==> src/rtl/lcd_bus_sched_if.sv <==
// lcd_bus_sched_if: bundles the two byte requester handshakes and the
// character-LCD pin/status signals shared by lcd_bus_sched.
//   master : requester/pin-side view (drives requests, observes LCD pins)
//   slave  : scheduler view (accepts requests, drives LCD pins + status)
interface lcd_bus_sched_if;
  logic       req0_valid;
  logic       req0_rs;
  logic [7:0] req0_data;
  logic       req0_ready;
  logic       req1_valid;
  logic       req1_rs;
  logic [7:0] req1_data;
  logic       req1_ready;
  logic       lcd_e;
  logic       lcd_rs;
  logic [3:0] lcd_d;
  logic       init_done;
  logic       busy;

  modport master (
    output req0_valid, req0_rs, req0_data, req1_valid, req1_rs, req1_data,
    input  req0_ready, req1_ready, lcd_e, lcd_rs, lcd_d, init_done, busy
  );

  modport slave (
    input  req0_valid, req0_rs, req0_data, req1_valid, req1_rs, req1_data,
    output req0_ready, req1_ready, lcd_e, lcd_rs, lcd_d, init_done, busy
  );
endinterface

==> src/rtl/lcd_bus_sched.sv <==
// lcd_bus_sched: controller/arbiter for a shared 4-bit HD44780-style LCD bus.
// Runs the power-on nibble init (3,3,3,2), then arbitrates two byte
// requesters and sends each byte as high/low nibble with timed E strobes.
// Ports:
//   clk  - clock
//   rst  - synchronous reset, active high
//   bus  - lcd_bus_sched_if.slave: req0/req1 valid/rs/data/ready,
//          lcd_e/lcd_rs/lcd_d, init_done, busy
// Build option: define LCD_ROUNDROBIN_EN for round-robin arbitration;
// otherwise requester 0 has fixed priority.
module lcd_bus_sched #(
  parameter int E_HIGH_CYC    = 16,
  parameter int NIB_GAP_CYC   = 32,
  parameter int CMD_WAIT_CYC  = 64,
  parameter int CLR_WAIT_CYC  = 2048,
  parameter int INIT_WAIT_CYC = 4096
) (
  input logic            clk,
  input logic            rst,
  lcd_bus_sched_if.slave bus
);

  function automatic int max_of(input int a, input int b);
    return (a > b) ? a : b;
  endfunction

  localparam int MAX_CYC = max_of(max_of(max_of(E_HIGH_CYC, NIB_GAP_CYC),
                                         max_of(CMD_WAIT_CYC, CLR_WAIT_CYC)),
                                  INIT_WAIT_CYC);
  localparam int CW = $clog2(MAX_CYC + 1);
  typedef logic [CW-1:0] cnt_t;

  // Counters load N-1 on entry and leave the state at zero: N cycles.
  localparam cnt_t E_LD    = cnt_t'(E_HIGH_CYC - 1);
  localparam cnt_t GAP_LD  = cnt_t'(NIB_GAP_CYC - 1);
  localparam cnt_t CMD_LD  = cnt_t'(CMD_WAIT_CYC - 1);
  localparam cnt_t CLR_LD  = cnt_t'(CLR_WAIT_CYC - 1);
  localparam cnt_t PWR_LD  = cnt_t'(INIT_WAIT_CYC - 1);

  typedef enum logic [3:0] {
    PWR_WAIT, INIT_NIB, IDLE, SETUP_HI, PULSE_HI, GAP, SETUP_LO, PULSE_LO,
    POST_WAIT
  } state_t;

  typedef enum logic [1:0] {PH_SETUP, PH_HIGH, PH_WAIT} phase_t;

  state_t     state, state_n;
  cnt_t       cnt, cnt_n;
  logic [1:0] nib, nib_n;
  phase_t     phase, phase_n;
  logic       cap_rs, cap_rs_n;
  logic [7:0] cap_data, cap_data_n;

  logic       e_q, e_n;
  logic       rs_q, rs_n;
  logic [3:0] d_q, d_n;
  logic       done_q, done_n;
  logic       busy_q, busy_n;

  logic       ready0, ready1;
  logic       is_clr;

`ifdef LCD_ROUNDROBIN_EN
  logic rr, rr_n;  // requester that wins a simultaneous request
`endif

  // Arbitration: only IDLE grants; IDLE is reachable only after init.
  always_comb begin
    ready0 = 1'b0;
    ready1 = 1'b0;
    if (state == IDLE) begin
`ifdef LCD_ROUNDROBIN_EN
      ready0 = bus.req0_valid & (~bus.req1_valid | ~rr);
      ready1 = bus.req1_valid & (~bus.req0_valid |  rr);
`else
      ready0 = bus.req0_valid;
      ready1 = bus.req1_valid & ~bus.req0_valid;
`endif
    end
  end

  assign bus.req0_ready = ready0;
  assign bus.req1_ready = ready1;

  // Clear/home commands need the long post-byte wait.
  assign is_clr = ~cap_rs && (cap_data[7:2] == 6'd0) && (cap_data[1:0] != 2'd0);

  // State and output registers
  always_ff @(posedge clk) begin
    if (rst) begin
      state    <= PWR_WAIT;
      cnt      <= PWR_LD;
      nib      <= 2'd0;
      phase    <= PH_SETUP;
      cap_rs   <= 1'b0;
      cap_data <= 8'd0;
      e_q      <= 1'b0;
      rs_q     <= 1'b0;
      d_q      <= 4'd0;
      done_q   <= 1'b0;
      busy_q   <= 1'b1;
`ifdef LCD_ROUNDROBIN_EN
      rr       <= 1'b0;
`endif
    end else begin
      state    <= state_n;
      cnt      <= cnt_n;
      nib      <= nib_n;
      phase    <= phase_n;
      cap_rs   <= cap_rs_n;
      cap_data <= cap_data_n;
      e_q      <= e_n;
      rs_q     <= rs_n;
      d_q      <= d_n;
      done_q   <= done_n;
      busy_q   <= busy_n;
`ifdef LCD_ROUNDROBIN_EN
      rr       <= rr_n;
`endif
    end
  end

  // Next-state logic
  always_comb begin
    state_n    = state;
    cnt_n      = (cnt == '0) ? cnt : cnt - 1'b1;
    nib_n      = nib;
    phase_n    = phase;
    cap_rs_n   = cap_rs;
    cap_data_n = cap_data;
`ifdef LCD_ROUNDROBIN_EN
    rr_n       = rr;
`endif
    case (state)
      PWR_WAIT: if (cnt == '0) begin
        state_n = INIT_NIB;
        phase_n = PH_SETUP;
        nib_n   = 2'd0;
        cnt_n   = '0;
      end
      INIT_NIB: if (cnt == '0) begin
        case (phase)
          PH_SETUP: begin phase_n = PH_HIGH; cnt_n = E_LD;   end
          PH_HIGH:  begin phase_n = PH_WAIT; cnt_n = CMD_LD; end
          default: begin
            if (nib == 2'd3) begin
              state_n = IDLE;
            end else begin
              nib_n   = nib + 2'd1;
              phase_n = PH_SETUP;
              cnt_n   = '0;
            end
          end
        endcase
      end
      IDLE: if (ready0 || ready1) begin
        state_n    = SETUP_HI;
        cnt_n      = '0;
        cap_rs_n   = ready1 ? bus.req1_rs   : bus.req0_rs;
        cap_data_n = ready1 ? bus.req1_data : bus.req0_data;
`ifdef LCD_ROUNDROBIN_EN
        rr_n       = ready0;
`endif
      end
      SETUP_HI:  begin state_n = PULSE_HI; cnt_n = E_LD; end
      PULSE_HI:  if (cnt == '0) begin state_n = GAP; cnt_n = GAP_LD; end
      GAP:       if (cnt == '0) begin state_n = SETUP_LO; cnt_n = '0; end
      SETUP_LO:  begin state_n = PULSE_LO; cnt_n = E_LD; end
      PULSE_LO:  if (cnt == '0) begin
        state_n = POST_WAIT;
        cnt_n   = is_clr ? CLR_LD : CMD_LD;
      end
      POST_WAIT: if (cnt == '0) state_n = IDLE;
      default:   state_n = PWR_WAIT;
    endcase
  end

  // Output logic: registered outputs follow the state being entered, so
  // pins line up with the state they belong to. lcd_d/lcd_rs change only
  // at setup states, which keeps them stable through a pulse and after it.
  always_comb begin
    e_n    = 1'b0;
    rs_n   = rs_q;
    d_n    = d_q;
    busy_n = (state_n != IDLE);
    done_n = done_q | (state_n == IDLE);
    case (state_n)
      INIT_NIB: begin
        rs_n = 1'b0;
        d_n  = (nib_n == 2'd3) ? 4'h2 : 4'h3;
        e_n  = (phase_n == PH_HIGH);
      end
      SETUP_HI: begin
        rs_n = cap_rs_n;
        d_n  = cap_data_n[7:4];
      end
      SETUP_LO: d_n = cap_data_n[3:0];
      PULSE_HI, PULSE_LO: e_n = 1'b1;
      default: ;
    endcase
  end

  assign bus.lcd_e     = e_q;
  assign bus.lcd_rs    = rs_q;
  assign bus.lcd_d     = d_q;
  assign bus.init_done = done_q;
  assign bus.busy      = busy_q;

endmodule

==> src/flat_wrapper.sv <==
// flat-port wrapper written by rule: the top's interface ports become plain ports
module lcd_bus_sched_flat 
#(
  parameter int E_HIGH_CYC    = 16,
  parameter int NIB_GAP_CYC   = 32,
  parameter int CMD_WAIT_CYC  = 64,
  parameter int CLR_WAIT_CYC  = 2048,
  parameter int INIT_WAIT_CYC = 4096
)
  (clk, rst, bus_req0_valid, bus_req0_rs, bus_req0_data, bus_req1_valid, bus_req1_rs, bus_req1_data, bus_req0_ready, bus_req1_ready, bus_lcd_e, bus_lcd_rs, bus_lcd_d, bus_init_done, bus_busy);
  lcd_bus_sched_if bus_i ();
  input logic clk;
  input logic rst;
  input wire logic [$bits(bus_i.req0_valid)-1:0] bus_req0_valid;
  input wire logic [$bits(bus_i.req0_rs)-1:0] bus_req0_rs;
  input wire logic [$bits(bus_i.req0_data)-1:0] bus_req0_data;
  input wire logic [$bits(bus_i.req1_valid)-1:0] bus_req1_valid;
  input wire logic [$bits(bus_i.req1_rs)-1:0] bus_req1_rs;
  input wire logic [$bits(bus_i.req1_data)-1:0] bus_req1_data;
  output wire logic [$bits(bus_i.req0_ready)-1:0] bus_req0_ready;
  output wire logic [$bits(bus_i.req1_ready)-1:0] bus_req1_ready;
  output wire logic [$bits(bus_i.lcd_e)-1:0] bus_lcd_e;
  output wire logic [$bits(bus_i.lcd_rs)-1:0] bus_lcd_rs;
  output wire logic [$bits(bus_i.lcd_d)-1:0] bus_lcd_d;
  output wire logic [$bits(bus_i.init_done)-1:0] bus_init_done;
  output wire logic [$bits(bus_i.busy)-1:0] bus_busy;
  assign bus_i.req0_valid = bus_req0_valid;
  assign bus_i.req0_rs = bus_req0_rs;
  assign bus_i.req0_data = bus_req0_data;
  assign bus_i.req1_valid = bus_req1_valid;
  assign bus_i.req1_rs = bus_req1_rs;
  assign bus_i.req1_data = bus_req1_data;
  assign bus_req0_ready = bus_i.req0_ready;
  assign bus_req1_ready = bus_i.req1_ready;
  assign bus_lcd_e = bus_i.lcd_e;
  assign bus_lcd_rs = bus_i.lcd_rs;
  assign bus_lcd_d = bus_i.lcd_d;
  assign bus_init_done = bus_i.init_done;
  assign bus_busy = bus_i.busy;
  lcd_bus_sched #(.E_HIGH_CYC(E_HIGH_CYC), .NIB_GAP_CYC(NIB_GAP_CYC), .CMD_WAIT_CYC(CMD_WAIT_CYC), .CLR_WAIT_CYC(CLR_WAIT_CYC), .INIT_WAIT_CYC(INIT_WAIT_CYC)) u_core (.clk(clk), .rst(rst), .bus(bus_i));
endmodule
==> config.mk <==
export PLATFORM = sky130hd
export DESIGN_NAME = lcd_bus_sched_flat
export DESIGN_NICKNAME = d
export VERILOG_FILES = /design/src/rtl/lcd_bus_sched_if.sv /design/src/rtl/lcd_bus_sched.sv /design/src/flat_wrapper.sv
export SDC_FILE = /design/constraint.sdc
export NUM_CORES = 1
export LEC_CHECK = 0
export BUFFER_PORTS_ARGS = -buffer_cell sky130_fd_sc_hd__buf_2
export CORE_ASPECT_RATIO = 0.7
export CORE_UTILIZATION = 45
export CTS_CLUSTER_DIAMETER = 60
export DETAILED_ROUTE_END_ITERATION = 12
export HOLD_SLACK_MARGIN = 0.1
export MAX_ROUTING_LAYER = met4
export PLACE_DENSITY = 0.71
export SLEW_MARGIN = 10
export SYNTH_ARGS = -nofsm -noshare
export SYNTH_HDL_FRONTEND = slang
export SYNTH_SLANG_ARGS = --single-unit
export TNS_END_PERCENT = 50
==> constraint.sdc <==
create_clock -name clk -period 2.58 [get_ports clk]
set_input_delay 0.645 -clock clk [delete_from_list [all_inputs] [get_ports clk]]
set_output_delay 0.645 -clock clk [all_outputs]
set_load 0.01 [all_outputs]
Word-level counts from Yosys, hierarchy flattened:

Index checks and enable logic that the tools add are counted.

* register bits after elaboration: 38
* latch bits: 0
* memory bits (writable): 0
* bits in read-only memories: 0
* logic and storage cells: 92
* memories kept: 0

* $add $sub $neg: 2
* $mul: 0
* divide/modulo/power cells: 0
* magnitude comparators: 0
* equality and inequality tests: 19
* shifts and indexed selects: 0
* mux-type cells: 42
* bitwise operators: 4
* reduce and logical (&&, ||, !) cells: 14

Operators by type and width (number)
* 2-to-1 mux 13 bit: 7
* one-hot mux 13 bit (6 select lines): 1
* 2-to-1 mux 4 bit: 9
* one-hot mux 4 bit (9 select lines): 1
* equality test 4 x 3 -> 1 bit (second input constant): 7
* one-hot mux 13 bit (2 select lines): 1
* 2-to-1 mux 8 bit: 3
* equality test 4 x 2 -> 1 bit (second input constant): 4
* 2-to-1 mux 2 bit: 7
* zero test 13 bit: 1
* subtractor 13 x 1 -> 13 bit (second input constant): 1
* one-hot mux 2 bit (2 select lines): 3
* one-hot mux 4 bit (3 select lines): 1
* 2-to-1 mux 11 bit: 1
* equality test 4 x 1 -> 1 bit (second input constant): 2
* OR reduction 2 bit: 4
* zero test 6 bit: 1
* 2-to-1 mux 1 bit: 6
* equality test 2 x 1 -> 1 bit (second input constant): 2
* equality test 2 bit (second input constant): 2
* equality test 4 bit (second input constant): 1
* zero test 4 bit: 1
* inequality test 4 x 2 -> 1 bit (second input constant): 1
* one-hot mux 1 bit (2 select lines): 2
* 9 further kinds: 12

Logic depth before layout (Yosys ltp):

Gate-level depths: netlist of the first run.

* word-level depth: 9
* mapped depth: 11

Worst setup path before layout of the first run:

Ideal clock, no wire load.

* kind: register to register
* from: register u_core.cnt[0]
* to: register u_core.d_q[0] (netlist: u_core.bus.lcd_d[0])
* arrival time: 2576 ps
* data required time: 2464 ps
* path slack: -113 ps
* stages on the path, launching flop included: 9
* buffers on the path: 0
* clock period less this slack: 2693 ps
* path through: dfxtp_1 > inv_1 > ha_1 > or4b_1 > nor4_4 > a211oi_2 > or3_4 > or4_1 > o211a_1

* longest elaborated chain between the ends: 6

Ends and longest elaborated chain
* from (decl): line lcd_bus_sched.sv:48 `cnt_t cnt, cnt_n;`
* from (signal assigned): line lcd_bus_sched.sv:107 `cnt <= cnt_n;`
* zero test 13 bit *
* 2-to-1 mux 2 bit (on tied branches): line lcd_bus_sched.sv:141, lcd_bus_sched.sv:135
* one-hot mux 2 bit (2 select lines): line lcd_bus_sched.sv:134 `case (state)`
* equality test 2 bit: line lcd_bus_sched.sv:190 `d_n = (nib_n == 2'd3) ? 4'h2 : 4'h3;`
* 2-to-1 mux 1 bit: line lcd_bus_sched.sv:190
* one-hot mux 4 bit (3 select lines): line lcd_bus_sched.sv:187 `case (state_n)`
* to (signal assigned): line lcd_bus_sched.sv:114 `d_q <= d_n;`
* to (decl): line lcd_bus_sched.sv:56 `logic [3:0] d_q, d_n;`

Every way passes the cells marked *; elsewhere a longest branch is shown, timed or not.
A chain may end at the register's enable or synchronous reset.

Final worst setup path of the first run:

* from: register u_core.cnt[0]
* to: register u_core.cnt[0]

* longest elaborated chain between the ends: 6

Ends and longest elaborated chain
* subtractor 13 x 1 -> 13 bit or zero test 13 bit (tied branches): line lcd_bus_sched.sv:126, lcd_bus_sched.sv:135, lcd_bus_sched.sv:141
* 2-to-1 mux 13 bit: line lcd_bus_sched.sv:126 `cnt_n = (cnt == '0) ? cnt : cnt - 1'b1;`
* 2-to-1 mux 13 bit: line lcd_bus_sched.sv:146 `if (nib == 2'd3) begin`
* one-hot mux 13 bit (2 select lines): line lcd_bus_sched.sv:142 `case (phase)`
* 2-to-1 mux 13 bit: line lcd_bus_sched.sv:141 `INIT_NIB: if (cnt == '0) begin`
* one-hot mux 13 bit (6 select lines) *: line lcd_bus_sched.sv:134

Marks and branches as above.

==> impl_metrics.toml, run 1 <==
[outcome]
outcome = "finished clean"

[sta]
rsz0062_at_grt = "true"
whs_ns = 0.472
finalSetupTns_ns = 0
worst_slew_pin_slew_ns = 0.577
drv_slew = 0
finClkSkew_ns = 0.00398
setup_viol = 0
hold_violations = 0
relSlewSlack_pct = 61.2
fin_crit_sh_pct = 97.1
period_minus_slack_ns = 2.51
clock.fmax_ghz = 0.399

[worst_setup_path]
critPathCaptureType = "flop"
slowest_delay_ns = 0.51
cp_cell_sequence = "inv_2, ha_4, or4b_4, or3_4, ha_2, mux2i_1, o2bb2ai_1, a22oi_1, o221ai_1, a31o_2"
crit_fanout = 5
worstSetupPathType = "reg -> reg"
cp.depth = 10
startpoint = "u_core.cnt[0]"
cpLargestDelayFamily = "simple AND/OR/NAND/NOR gates"
required_ns = 2.77
reg2reg_depth = 10
crit_buf_inv = 1
worstPathArrival_ns = 2.69
r2r-start = "u_core.cnt[0]"
start_kind = "flop"
slowest_stage = "or4b_4"

[route]
first_pass_iters = 5
viasPerCell = 5.92
drc = 0
drt_iter0_drc = 363
drt-total-wl_um = 6450
routedWlPerCell_um = 15.7
vias = 2427
ant_nets = 0

[clock_tree]
cts_made_buffers = 5
htree_num_levels = 2
clock-sinks = 38
clk_pin_slew_worst_paths_ns = 0.07
cts_tree = "done"
clk_latency_ns = 0.29
ctsRootBufferMaster = "clkbuf_8"
clk_path_buf_depth = 2

[grt]
grt_antenna_before_repair = 0
grt_max_degree = 26
grt_pass1_wl_um = 10500
first_global_vias = 2096
grt_overflow = 0
track_usage_pct = 27.1

[synth]
synthArstFlopShare_pct = 0
synthMuxAreaShare_pct = 1.37
synthTopCellsByArea = "dfxtp_1 (33%), a21oi_1 (5.7%), nor2_1 (5.4%)"
synth-xor-area-share_pct = 3.46
synth_edf_count = 0
syn_nets = 323
synthSimpleGateAreaFrac_pct = 29.6
avgSynthCellArea_um2 = 7.65
yosysWarnings = 0
yosysUniqueCellTypes = 58
seq_area_frac_synth_pct = 33.4
ys_top_cells_by_count = "dfxtp_1 (38), nor2_1 (33), a21oi_1 (26)"
yosysMostFrequentCell = "dfxtp_1"
synth_compound_area_share_pct = 25.5
syn-cell-area_mm2 = 0.00228
yosys_most_used_dff = "dfxtp_1"
synth_top_area_share_pct = 33.4
synth_fa_ha_area_share_pct = 1.65
synth_cells = 298
yosysTopAreaCell = "dfxtp_1"
synth_seq_cells = 38
synth_top_family_by_area = "simple AND/OR/NAND/NOR gates"

[floorplanning]
dieHeight_um = 61.6
die_w_um = 87.1
die-area_mm2 = 0.00536
start_util_pct = 47.2
pin_count = 32
core_mm2 = 0.00483
rows = 21

[power]
power_density_mw_per_mm2 = 505
ir_drop_v = 0.000342
p_leak_nw = 1.10
power_w = 0.00143

[place]
dp.cells = 401
port_buffers = 31
gp_congestion = 0.869
placed_area_mm2 = 0.00263
dp_hpwl_um = 4720

[min_path]
hold_path.startpoint = "u_core.bus.init_done"
hold_path_class = "reg -> reg"
min_path_cells = 1

[finish]
design_area_mm2 = 0.00283
fin_cells = 410
diodes = 0
syn_to_final_growth_pct = 24.0
nNetsFinal = 365
layout-drive-gt1-share_pct = 24.6

[job]
drv_cap = 0
kinds of logic (layout without fill, tap and decap cells):
group                    Yosys count  in the layout
XOR/XNOR                           9              9
AO/OA/AOI/OAI                     88             88
multiplexers                       3              3
buffers and inverters             30             73
adder cells (fa/ha/maj)            3              3
AND/OR/NAND/NOR                  127            127
flip-flops                        38             38
worst reg2reg max path, cell delays in order, from the launching register on:
cell and delay (ns):
dfxtp_2 0.34, inv_2 0.08, ha_4 0.14, or4b_4 0.51, or3_4 0.38, ha_2 0.20, mux2i_1 0.12, o2bb2ai_1 0.09
a22oi_1 0.17, o221ai_1 0.14, a31o_2 0.24
routing by layer:
metal	vias up	global-route usage, %	share of wire, %
met1	1117	41.8	51
met2	118	33.7	38
met3	11	7.24	10
met4	0	5.24	0.98
li1	1181	-	-
met5	-	-	0
repair_timing:
action                     in CTS  in global routing
hold buffers                    0                  0
gates resized for setup         1                 10
pin swaps                       1                  1
setup endpoints to repair       1                 12
buffers inserted                1                  0
power by group:
part	leakage [nW]	internal (W)	total [W]	switching, W
Combinational	0.717	0.0000860	0.000184	0.0000977
Sequential	0.308	0.000606	0.000622	0.0000162
Clock	0.0714	0.000412	0.000621	0.000209
final cells by class:
| class | instances | area, um2 |
|---|---|---|
| timing repair buffer | 55 | 335 |
| clock buffer | 6 | 82.6 |
| sequential | 38 | 762 |
| clock inverter | 2 | 60.1 |
| multi-input combinational | 230 | 1460 |
| inverter | 10 | 37.5 |
| fill | 447 | 2010 |
| tap | 69 | 86.3 |
state kept, by name (all words and copies together) (netlist names):
signal,count
u_core.bus.busy,1
u_core.bus.init_done,1
u_core.bus.lcd_d,4
u_core.bus.lcd_e,1
u_core.bus.lcd_rs,1
u_core.cap_data,8
u_core.cap_rs,1
u_core.cnt,13
u_core.nib,2
u_core.phase,2
u_core.state,4
final timing paths:
check                                       endpoint  slack (ns)
worst min-delay path            u_core.bus.init_done        0.47
worst max-delay path                   u_core.cnt[0]        0.07
worst min register to register  u_core.bus.init_done        0.47
worst max register to register         u_core.cnt[0]        0.07
placed cells by master, fill, tap and decap left out, types with 3 or more instances in the layout:
cell type,Yosys,routed
nand2b_1,5,5
nand3_1,12,12
o21ai_0,18,18
dfxtp_1,38,37
nor2b_1,8,7
a221oi_1,3,3
buf_2,1,31
inv_1,10,8
nor3_1,12,11
or3_1,6,5
xnor2_1,6,6
a211oi_1,5,4
nor4_1,6,6
and2_1,4,4
a22oi_1,5,5
a21oi_1,26,26
nand2_1,23,23
nor2_1,33,33
clkbuf_8,0,6
a31oi_1,4,4
nand3b_1,3,3
xor2_1,3,3
buf_4,0,24
stage by stage:
step / worst slack [ns] / util [%]
floorplan: 0.0109 / -
global placement: 0.0501 / 54.3
detailed placement: -0.0253 / 54.3
CTS: 0.00603 / 57.5
global route: -0.0437 / 58.5
finish: 0.0740 / 58.5
Power figures use the tool's default switching activity.
==> run 2, diff against run 1 <==
--- a/config.mk
+++ b/config.mk
@@ -6,6 +6,7 @@
 export NUM_CORES = 1
 export LEC_CHECK = 0
 export BUFFER_PORTS_ARGS = -buffer_cell sky130_fd_sc_hd__buf_2
+export CAP_MARGIN = 20
 export CORE_ASPECT_RATIO = 0.7
 export CORE_UTILIZATION = 45
 export CTS_CLUSTER_DIAMETER = 60
@@ -13,6 +14,7 @@
 export HOLD_SLACK_MARGIN = 0.1
 export MAX_ROUTING_LAYER = met4
 export PLACE_DENSITY = 0.71
+export SETUP_SLACK_MARGIN = 0.4
 export SLEW_MARGIN = 10
 export SYNTH_ARGS = -nofsm -noshare
 export SYNTH_HDL_FRONTEND = slang
==> run 2 against run 1 <==
  * Clock skew is 0.00053 ns higher
  * Register-to-register slack is essentially flat
  * Largest cell class unchanged
  * Clock-buffer cell count stayed put
  * Hold slack better by 0.0034 ns
  * Non-clock buffer count is 19 higher
  * First-iteration DRC count fell by 6.1%
  * Critical endpoint is now u_core.bus.lcd_d[0]
  * Highest routed layer unchanged
==> impl_metrics.toml, run 2 (synthesized netlist as in run 1, its figures left out) <==
[worst_setup_path]
slowest_stage = "or4b_4"
r2r_slack_ns = 0.09
required_ns = 2.77
start_kind = "flop"
slowest_delay_ns = 0.51
reg2reg_depth = 8
crit_fanout = 5
cp_cell_sequence = "inv_2, ha_4, or4b_4, nor4_4, a211oi_2, or3_4, or4_1, o211a_1"
worstPathArrival_ns = 2.68
critPathCaptureType = "flop"
worstSetupPathType = "reg -> reg"

[grt]
grt_max_degree = 26
grt_antenna_before_repair = 0
first_global_vias = 2261
track_usage_pct = 28.0
grt_pass1_wl_um = 10900
grt_overflow = 0

[clock_tree]
clk_latency_ns = 0.29
clk_pin_slew_worst_paths_ns = 0.07
clk_path_buf_depth = 2
ctsRootBufferMaster = "clkbuf_8"
cts_tree = "done"
clock-sinks = 38
htree_num_levels = 2
cts_hold_buffers = 0
cts_made_buffers = 5

[power]
power_w = 0.00135
combPwrFrac_pct = 16.4
ir_drop_v = 0.000255
clkPwrFrac_pct = 37.9
swShare_pct = 24.3
intPower_w = 0.00103
power_density_mw_per_mm2 = 446
pwr-share-seq_pct = 45.8
p_sw_w = 0.000330
p_leak_nw = 1.17

[sta]
period_minus_slack_ns = 2.49
setup_viol = 0
worst_slack_ns = 0.0888
relSlewSlack_pct = 63.4
clock.fmax_ghz = 0.401
rsz0062_at_grt = "true"
finClkSkew_ns = 0.00451
whs_ns = 0.475
worst_slew_pin_slew_ns = 0.543
fin_crit_sh_pct = 96.6
finalSetupTns_ns = 0
hold_violations = 0
drv_slew = 0

[route]
vias = 2540
routedWlPerCell_um = 16.0
drc = 0
drt_iter0_drc = 341
drt-total-wl_um = 6860
viasPerCell = 5.93
first_pass_iters = 5
ant_nets = 0

[outcome]
outcome = "finished clean"

[finish]
final_common_cell = "buf_4"
largest_registers = "u_core.cnt (13), u_core.cap_data (8)"
top_register = "u_core.cnt"
most-common-layout-cells = "buf_4 (37), nor2_1 (33), dfxtp_1 (32)"
diodes = 0
syn_to_final_growth_pct = 33.4
nNetsFinal = 384
largest_reg_flops = 13
layout-drive-gt1-share_pct = 31.8
final_util_pct = 62.9

[job]
drv_cap = 0

[floorplanning]
die_w_um = 87.1
core_mm2 = 0.00483
dieHeight_um = 61.6
rows = 21
die-area_mm2 = 0.00536
pin_count = 32
start_util_pct = 47.2

[min_path]
hold_path_class = "reg -> reg"
min_path_cells = 2

[place]
port_buffers = 31
gp_congestion = 0.926
pre_cts_slack_ns = 0.00276
dp_hpwl_um = 4780
## run 2: critical path, delay by kind of cell, from the launching register on
family | cells | cell delay [ns]
adder cells (fa/ha/maj) | 1 | 0.15
AO/OA/AOI/OAI | 2 | 0.25
buffers and inverters | 1 | 0.07
AND/OR/NAND/NOR | 4 | 1.60
flip-flops | 1 | 0.33
## run 2: routing by layer
metal	global-route usage (%)	share of wire, %
met2	38.8	40
met5	-	0
met4	5.71	1.0
met1	39.9	48
met3	7.91	10
## run 2: metrics by stage
stage / cell area [um2] / std cells
after floorplan: 2350 / 298
after global placement: 2650 / 400
after detailed placement: 2650 / 400
after CTS: 2950 / 423
after global routing: 3040 / 428
final: 3040 / 428
## run 2: power by group through the flow
stage          logic (W)  clock network [W]  registers, W
6_report        0.000222           0.000513      0.000620
5_1_grt         0.000242           0.000548      0.000622
4_1_cts         0.000210           0.000523      0.000620
3_5_place_dp    0.000181                  0      0.000634
3_3_place_gp    0.000179                  0      0.000633
2_1_floorplan   0.000116                  0      0.000634
## run 2: final timing paths
kind | end | start
setup / recovery | u_core.bus.lcd_d[0] | u_core.cnt[0]
hold / removal | u_core.cap_data[7] | u_core.cap_data[7]
setup reg to reg | u_core.bus.lcd_d[0] | u_core.cnt[0]
hold reg to reg | u_core.cap_data[7] | u_core.cap_data[7]
## run 2: cell type report
class / instances / area [um2]
Clock buffer: 6 / 82.6
Clock inverter: 1 / 30.0
Fill cell: 434 / 1790
Inverter: 10 / 37.5
Multi-Input combinational cell: 230 / 1520
Sequential cell: 38 / 771
Tap cell: 69 / 86.3
Timing Repair Buffer: 74 / 510
## run 2: repair_timing
item,CTS,global route
resized for setup,16,12
pin swaps,12,6
endpoints found under the setup margin,21,25
setup buffers,16,5
==> run 3, diff against run 2 <==
--- a/config.mk
+++ b/config.mk
@@ -8,12 +8,14 @@
 export BUFFER_PORTS_ARGS = -buffer_cell sky130_fd_sc_hd__buf_2
 export CAP_MARGIN = 20
 export CORE_ASPECT_RATIO = 0.7
+export CORE_MARGIN = 2
 export CORE_UTILIZATION = 45
 export CTS_CLUSTER_DIAMETER = 60
 export DETAILED_ROUTE_END_ITERATION = 12
 export HOLD_SLACK_MARGIN = 0.1
 export MAX_ROUTING_LAYER = met4
-export PLACE_DENSITY = 0.71
+export PLACE_DENSITY = 0.68
+export REMOVE_ABC_BUFFERS = 1
 export SETUP_SLACK_MARGIN = 0.4
 export SLEW_MARGIN = 10
 export SYNTH_ARGS = -nofsm -noshare
==> constraint.sdc (replaced) <==
create_clock -name clk -period 2.8 [get_ports clk]
set_input_delay 0.7 -clock clk [delete_from_list [all_inputs] [get_ports clk]]
set_output_delay 0.7 -clock clk [all_outputs]
set_load 0.01 [all_outputs]
==> run 3 against run 2 <==
  * Wire length increased by 3.3%
  * Final area decreased by 4.2%
  * Die area increased by 5.6%
  * Register-to-register slack improved by 0.18 ns
  * Sequential cell count unchanged
  * Critical path depth unchanged
  * Via count decreased by 1.7%
  * Power decreased by 0.41%
  * Non-clock buffer count decreased by 14
  * Sequential share of layout area increased by 0.85 points
  * Clock skew increased by 0.0033 ns
  * Utilization decreased by 2.6 points
  * Critical endpoint unchanged
  * Highest routed layer unchanged
==> impl_metrics.toml, run 3 (synthesized netlist as in run 1, its figures left out) <==
[route]
ant_nets = 0
routedWlPerCell_um = 17.1
drt_iter0_drc = 345
drt-total-wl_um = 7090
vias = 2496
drc = 0
viasPerCell = 6.01
first_pass_iters = 5

[clock_tree]
clk_path_buf_depth = 2
cts_made_buffers = 5
cts_tree = "done"
ctsRootBufferMaster = "clkbuf_8"
clock-sinks = 38
cts_hold_buffers = 0
htree_num_levels = 2
clk_pin_slew_worst_paths_ns = 0.08
clk_latency_ns = 0.30

[power]
p_leak_nw = 1.11
ir_drop_v = 0.000279
pwr-share-seq_pct = 42.5
combPwrFrac_pct = 14.3
intPower_w = 0.00103
swShare_pct = 23.6
p_sw_w = 0.000319
clkPwrFrac_pct = 43.3
power_density_mw_per_mm2 = 463

[place]
port_buffers = 31
gp_congestion = 0.919
placed_area_mm2 = 0.00256
dp_hpwl_um = 4860
pre_cts_slack_ns = 0.107

[min_path]
hold_path_class = "reg -> reg"
hold_path.startpoint = "u_core.cap_data[7]"

[worst_setup_path]
start_kind = "flop"
r2r-start = "u_core.cnt[1]"
cp_cell_sequence = "inv_2, ha_4, or4b_4, nor3_2, a41oi_1, nand3b_1, or4_1, o211a_1"
worstPathArrival_ns = 2.73
required_ns = 3.00
r2r_slack_ns = 0.27
worstSetupPathType = "reg -> reg"
slowest_delay_ns = 0.56
slowest_stage = "or4_1"
critPathCaptureType = "flop"
startpoint = "u_core.cnt[1]"
crit_fanout = 5

[floorplanning]
dieHeight_um = 63.6
die_w_um = 89.1
pin_count = 32
start_util_pct = 47.2
die-area_mm2 = 0.00566
core_mm2 = 0.00483
rows = 21

[grt]
grt_pass1_wl_um = 11500
grt_antenna_before_repair = 0
grt_max_degree = 26
track_usage_pct = 26.9
grt_overflow = 0
first_global_vias = 2333

[finish]
largest_registers = "u_core.cnt (13), u_core.cap_data (8)"
most-common-layout-cells = "dfxtp_1 (36), nor2_1 (32), buf_2 (31)"
fillers = 449
syn_to_final_growth_pct = 27.8
final_util_pct = 60.2
largest_reg_flops = 13
nNetsFinal = 370
diodes = 0
layout-drive-gt1-share_pct = 27.2
multi_input_area_mm2 = 0.00150
register_area_um2 = 763
design_area_mm2 = 0.00291
top_register = "u_core.cnt"
final_common_cell = "dfxtp_1"

[sta]
finClkSkew_ns = 0.00786
period_minus_slack_ns = 2.53
finalSetupTns_ns = 0
worst_slew_pin_slew_ns = 0.605
setup_viol = 0
drv_slew = 0
clock.fmax_ghz = 0.395
fin_crit_sh_pct = 90.5
worst_slack_ns = 0.266
hold_violations = 0
rsz0062_at_grt = "true"
relSlewSlack_pct = 59.3

[job]
drv_cap = 0

[outcome]
outcome = "finished clean"
[run 3: cell type report]
class,count,share of cell area [%]
sequential,38,26.2
inverter,10,1.29
tap,69,2.96
timing repair buffer,60,13.2
clock inverter,2,2.06
multi-input combinational,230,51.5
clock buffer,6,2.84
[run 3: per-stage QoR]
step	power (W)	std cells	hold slack, ns
after floorplan	0.000676	278	0.430
final	0.00135	415	0.466
after global placement	0.000739	393	0.446
after global routing	0.00141	415	0.490
after CTS	0.00134	411	0.470
after detailed placement	0.000740	393	0.455
[run 3: critical path, delay by kind of cell, from the launching register on]
kind                     cells  cell delay [ns]
flip-flops                   1             0.33
AO/OA/AOI/OAI                2             0.32
buffers and inverters        1             0.08
adder cells (fa/ha/maj)      1             0.14
AND/OR/NAND/NOR              4             1.55
[run 3: path summary, 6_finish.rpt]
path | end | cells after the start
max | u_core.bus.lcd_d[0] | 8
min | u_core.cap_data[7] | 2
max reg2reg | u_core.bus.lcd_d[0] | 8
min reg2reg | u_core.cap_data[7] | 2
[run 3: metal layers]
layer	part of all wire [%]	GRT usage, %
met5	0	-
met3	10	8.91
met1	48	40.7
met4	2.0	8.77
met2	39	32.7
[run 3: repair_timing]
action | CTS | global route
resized for setup | 20 | 6
setup buffers | 10 | 4
pin swaps | 10 | 2
endpoints found under the setup margin | 18 | 19
[run 3: power by group through the flow]
stage | clock network (W) | logic, W | registers, W
global placement | 0 | 0.000157 | 0.000582
floorplan | 0 | 0.0000891 | 0.000587
global route | 0.000619 | 0.000212 | 0.000575
finish | 0.000584 | 0.000192 | 0.000573
detailed placement | 0 | 0.000156 | 0.000584
CTS | 0.000591 | 0.000182 | 0.000572
